### config.mk
export PLATFORM = sky130hd
export DESIGN_NAME = rr_arbiter4
export DESIGN_NICKNAME = d
export VERILOG_FILES = /design/src/rtl/arb_pkg.sv /design/src/rtl/rr_pick4.sv /design/src/rtl/rr_arbiter4.sv
export SDC_FILE = /design/constraint.sdc
export NUM_CORES = 1
export LEC_CHECK = 0
export CAP_MARGIN = 20
export CORE_AREA = 3 3 40 42
export DETAILED_ROUTE_END_ITERATION = 10
export DIE_AREA = 0 0 43 45
export DONT_BUFFER_PORTS = 1
export GPL_ROUTABILITY_DRIVEN = 0
export MAX_ROUTING_LAYER = met4
export PLACE_DENSITY = 0.54
export SETUP_SLACK_MARGIN = 0.5
export SYNTH_ARGS = -nofsm -noshare
export SYNTH_HDL_FRONTEND = slang
export SYNTH_SLANG_ARGS = --single-unit
### constraint.sdc
create_clock -name clk -period 1.9 [get_ports clk]
set_input_delay 0.095 -clock clk [delete_from_list [all_inputs] [get_ports clk]]
set_output_delay 0.095 -clock clk [all_outputs]
set_load 0.02 [all_outputs]
### src/rtl/arb_pkg.sv
// rtl/arb_pkg.sv - shared constants, FSM state type and index decode for rr_arbiter4
package arb_pkg;

  localparam int N_REQ = 4;
  localparam int IDX_W = 2;

  typedef enum logic {
    IDLE  = 1'b0,
    GRANT = 1'b1
  } state_t;

  function automatic logic [N_REQ-1:0] decode(input logic [IDX_W-1:0] idx);
    logic [N_REQ-1:0] onehot;
    onehot      = '0;
    onehot[idx] = 1'b1;
    return onehot;
  endfunction

endpackage

### src/rtl/rr_pick4.sv
// rtl/rr_pick4.sv - combinational rotating priority search starting just after ptr
module rr_pick4
  import arb_pkg::*;
(
  input  logic [N_REQ-1:0] req,
  input  logic [IDX_W-1:0] ptr,
  output logic             any,
  output logic [IDX_W-1:0] idx
);

  // Offsets 1..4 wrap so that ptr itself is checked last.
  always_comb begin
    logic             w_found;
    logic [IDX_W-1:0] w_cand;
    w_found = 1'b0;
    w_cand  = '0;
    idx     = '0;
    for (int k = 1; k <= N_REQ; k++) begin
      w_cand = ptr + IDX_W'(k);
      if (!w_found && req[w_cand]) begin
        idx     = w_cand;
        w_found = 1'b1;
      end
    end
  end

  assign any = |req;

endmodule

### src/rtl/rr_arbiter4.sv
// rtl/rr_arbiter4.sv - four-way round-robin arbiter with registered one-hot grant;
// define ARB_TIMEOUT_EN to force release after MAX_HOLD grant cycles.
module rr_arbiter4
  import arb_pkg::*;
#(
  parameter int MAX_HOLD = 8,
  parameter int CNT_W    = 4
) (
  input  logic             clk,
  input  logic             rst_n,
  input  logic [N_REQ-1:0] req,
  input  logic             done,
  output logic [N_REQ-1:0] gnt,
  output logic [IDX_W-1:0] gnt_idx,
  output logic             gnt_valid,
  output logic             timeout_pulse
);

  if ((MAX_HOLD < 1) || (MAX_HOLD > 15) || ((2 ** CNT_W) <= MAX_HOLD)) begin : g_param_check
    $error("rr_arbiter4: MAX_HOLD must be 1..15 and fit in CNT_W bits");
  end

  state_t           r_state;
  logic [N_REQ-1:0] r_gnt;
  logic [IDX_W-1:0] r_gnt_idx;
  logic             r_gnt_valid;
  logic [IDX_W-1:0] r_ptr;

  logic             w_any;
  logic [IDX_W-1:0] w_idx;
  logic             w_norm_rel;
  logic             w_force;
  logic             w_release;

  rr_pick4 u_pick (
    .req (req),
    .ptr (r_ptr),
    .any (w_any),
    .idx (w_idx)
  );

  assign w_norm_rel = done | ~req[r_gnt_idx];
  assign w_release  = w_norm_rel | w_force;

  always_ff @(posedge clk or negedge rst_n) begin
    if (!rst_n) begin
      r_state     <= IDLE;
      r_gnt       <= '0;
      r_gnt_idx   <= '0;
      r_gnt_valid <= 1'b0;
      r_ptr       <= 2'b11;
    end else begin
      case (r_state)
        IDLE: begin
          if (w_any) begin
            r_state     <= GRANT;
            r_gnt_idx   <= w_idx;
            r_gnt       <= decode(w_idx);
            r_gnt_valid <= 1'b1;
          end
        end
        GRANT: begin
          if (w_release) begin
            r_state     <= IDLE;
            r_gnt       <= '0;
            r_gnt_valid <= 1'b0;
            r_ptr       <= r_gnt_idx;
          end
        end
        default: r_state <= IDLE;
      endcase
    end
  end

`ifdef ARB_TIMEOUT_EN
  logic [CNT_W-1:0] r_cnt;
  logic             r_timeout;

  assign w_force = (r_state == GRANT) && (r_cnt == CNT_W'(MAX_HOLD - 1));

  // The pulse marks only forced releases; a voluntary release on the same edge wins.
  always_ff @(posedge clk or negedge rst_n) begin
    if (!rst_n) begin
      r_cnt     <= '0;
      r_timeout <= 1'b0;
    end else begin
      r_timeout <= (r_state == GRANT) && w_force && !w_norm_rel;
      if (r_state == IDLE) begin
        r_cnt <= '0;
      end else if (!w_release) begin
        r_cnt <= r_cnt + 1'b1;
      end
    end
  end

  assign timeout_pulse = r_timeout;
`else
  assign w_force       = 1'b0;
  assign timeout_pulse = 1'b0;
`endif

  assign gnt       = r_gnt;
  assign gnt_idx   = r_gnt_idx;
  assign gnt_valid = r_gnt_valid;

endmodule

==> flow_summary_export.csv <==
group,metric,value,unit
logic_synthesis,synth_area_leaders,"dfrtp_1, dfstp_2, nand2b_1",
clock_tree,cts_max_level,1,
critical_path,reg2reg_slack,0.42,ns
detailed_routing,ant_nets,0,
logic_synthesis,synth_top_area_frac,0.350,
clock_tree,clk_path_buf_depth,2,
detailed_routing,viasPerCell,5.75,
clock_tree,clk_pin_slew,0.07,ns
pwr,total_power,1.19,mW
logic_synthesis,synth_largest_area_cell,"dfrtp_1",
pwr,p_leak,0.277,nW
detailed_routing,drt-total-wl,1.14,mm
grt,grt_overflow_total,0,
critical_path,cp_data_required_time,2.09,ns
pwr,pwr-share-seq,0.445,
placed_design,dpl_cell_area,574,sq um
sta,finalSetupViolCount,0,
detailed_routing,wl_per_cell,15.9,um
logic_synthesis,ys_seq_elements,10,
floorplanning,fp-row-count,13,
clock_tree,clock-sinks,10,
finish,finalNetCount,65,
pwr,vdd_drop_max,0.000607,V
critical_path,crit_path_end_kind,"flop",
grt,grt_usage,0.128,
floorplanning,fp.dieW,43,um
detailed_routing,drc,0,
floorplanning,die_area,1940,sq um
min_path,hold_class,"primary input to flop",
placed_design,dp_hpwl,826,um
detailed_routing,dr.first_iter.drc_count,7,
critical_path,startpoint_type,"flop",
clock_tree,tritoncts,"done",
sta,fmax,677,MHz
sta,fin_tns_setup,0,ns
floorplanning,die_y,45,um
pwr,p_comb_frac,0.393,
sta,rsz0062_at_grt,"true",
placed_design,numPlacedInstances,65,
floorplanning,initial_core_util,0.445,
critical_path,path_class,"flop to flop",
sta,whs,0.0242,ns
sta,final.min_clock_period,1.48,ns
finish,finish.utilization,0.529,
pwr,p_per_area,1760,nW/um^2
finish,syn_to_final_growth,18.8,%
run_status,status,"finished, final reports clean",
grt,grt_pass1_wl,1.78,mm
finish,final_cells,72,
sta,fin_skew,0.00238,ns
placed_design,place_ws,0.424,ns
logic_synthesis,ys_types,26,
floorplanning,ioPinCount,15,
pwr,p_int,710,uW
clock_tree,clock-root-buffer,"clkbuf_4",
logic_synthesis,yosys_warnings,0,
logic_synthesis,synthMostInstantiatedCell,"dfrtp_1",
logic_synthesis,ys_seq_area_frac,0.442,
logic_synthesis,syn_avg_cell_area,11.0,sq um
logic_synthesis,syn_area,572,sq um
pwr,swShare,0.405,
clock_tree,cts-buffers-inserted,3,
sta,hold_viol_final,0,
grt,antenna_found_initial,0,
logic_synthesis,syn-num-nets,59,
critical_path,critPathMaxFanout,8,
grt,grt_pass1_vias,406,
finish,nFillCells,109,
sta,setup_ws,0.422,ns
finish,final_area,679,sq um
critical_path,cp_data_arrival_time,1.67,ns
job,max-cap-violations,0,
logic_synthesis,ys_async_sr_fraction,1.00,
floorplanning,core_area,1280,sq um
detailed_routing,vias,414,
detailed_routing,drt-pass1-iter-count,4,
pwr,p_sw,483,uW
clock_tree,clkLatencyLatePin,0.26,ns
grt,grt_max_degree,11,
sta,maxSlewViolCount,0,
placed_design,port_buffers,0,
finish,diodes,0,
logic_synthesis,synthesis.instances,52,
sta,fin_crit_sh,0.778,
logic_synthesis,synthTopCellsByCount,"dfrtp_1, nand2_1, nand2b_1",
pwr,clock_power_share,0.163,
finish,drive_gt1_frac,0.386,
logic_synthesis,synth_edf_count,0,
logic_synthesis,ys.flop_type,"dfrtp_1",
## sequential cells by signal, indices dropped and copies added (netlist names)
signal	flops
r_state	1
gnt	4
r_ptr	2
gnt_valid	1
gnt_idx	2
## power groups by stage
| stage | clock [mW] | combinational [mW] | sequential (mW) |
|---|---|---|---|
| after floorplan | 0 | 0.354 | 0.503 |
| after global placement | 0 | 0.373 | 0.531 |
| after detailed placement | 0 | 0.375 | 0.537 |
| after CTS | 0.197 | 0.450 | 0.528 |
| after global routing | 0.211 | 0.508 | 0.546 |
| final | 0.194 | 0.469 | 0.530 |
## path summary, 6_finish.rpt
kind                       cells past startpoint          to        from
max reg2reg                                    3    r_ptr[0]  gnt_idx[0]
min reg2reg                                    2     r_state     r_state
max in group asynchronous                      1  gnt_idx[0]       rst_n
min                                            2     r_state      req[1]
max                                            3    r_ptr[0]  gnt_idx[0]
min in group asynchronous                      1      gnt[2]       rst_n
## cell type report
| class | count | area (sq um) | share of cell area |
|---|---|---|---|
| clock buffer | 4 | 36.3 | 0.0534 |
| multi-input combinational | 38 | 337 | 0.495 |
| tap | 15 | 18.8 | 0.0276 |
| inverter | 2 | 7.51 | 0.0110 |
| sequential | 10 | 255 | 0.376 |
| timing repair buffer | 3 | 25.0 | 0.0368 |
## worst max-delay path, stage by stage, from the launching register on
cell      delay (ns)
dfrtp_2         0.48
or2_4           0.26
o221ai_4        0.33
mux2_4          0.34
## cell families after synthesis
family,synth area share
and+or+nand+nor,0.206
AOI/OAI and AO/OA,0.212
DFF,0.442
muxes,0.0875
buffers and inverters,0.0460
other,0.00656
## placed cells by master (no fill, tap or decap), types with 2 or more instances in the layout
| cell type | netlist | routed |
|---|---|---|
| nand2_1 | 5 | 5 |
| mux2i_4 | 0 | 2 |
| or2_1 | 3 | 2 |
| nand3_1 | 2 | 2 |
| o21ai_1 | 3 | 2 |
| mux2_4 | 2 | 2 |
| a32o_1 | 2 | 2 |
| dfrtp_1 | 8 | 6 |
| nand2b_1 | 5 | 4 |
| nor2_1 | 2 | 2 |
| dfrtp_2 | 0 | 2 |
| clkbuf_4 | 0 | 3 |
| dfstp_2 | 2 | 2 |
| buf_4 | 1 | 2 |
| inv_1 | 2 | 2 |
## metal layers
layer / up-vias / track usage / wire, um
met5: - / - / 0
met4: 0 / 0.0542 / 0
met3: 0 / 0.0359 / 96
met2: 17 / 0.201 / 557
met1: 203 / 0.155 / 490
li1: 194 / - / -
## what timing repair did
| item | 4_1_cts | 5_1_grt |
|---|---|---|
| gates cloned | 0 | 0 |
| pin swaps | 5 | 1 |
| setup endpoints to repair | 6 | 8 |
| buffers inserted | 1 | 1 |
| hold endpoints to repair | 10 | 0 |
| gates resized for setup | 6 | 3 |
| hold buffers | 1 | 0 |
(Power assumes the default switching activity.)
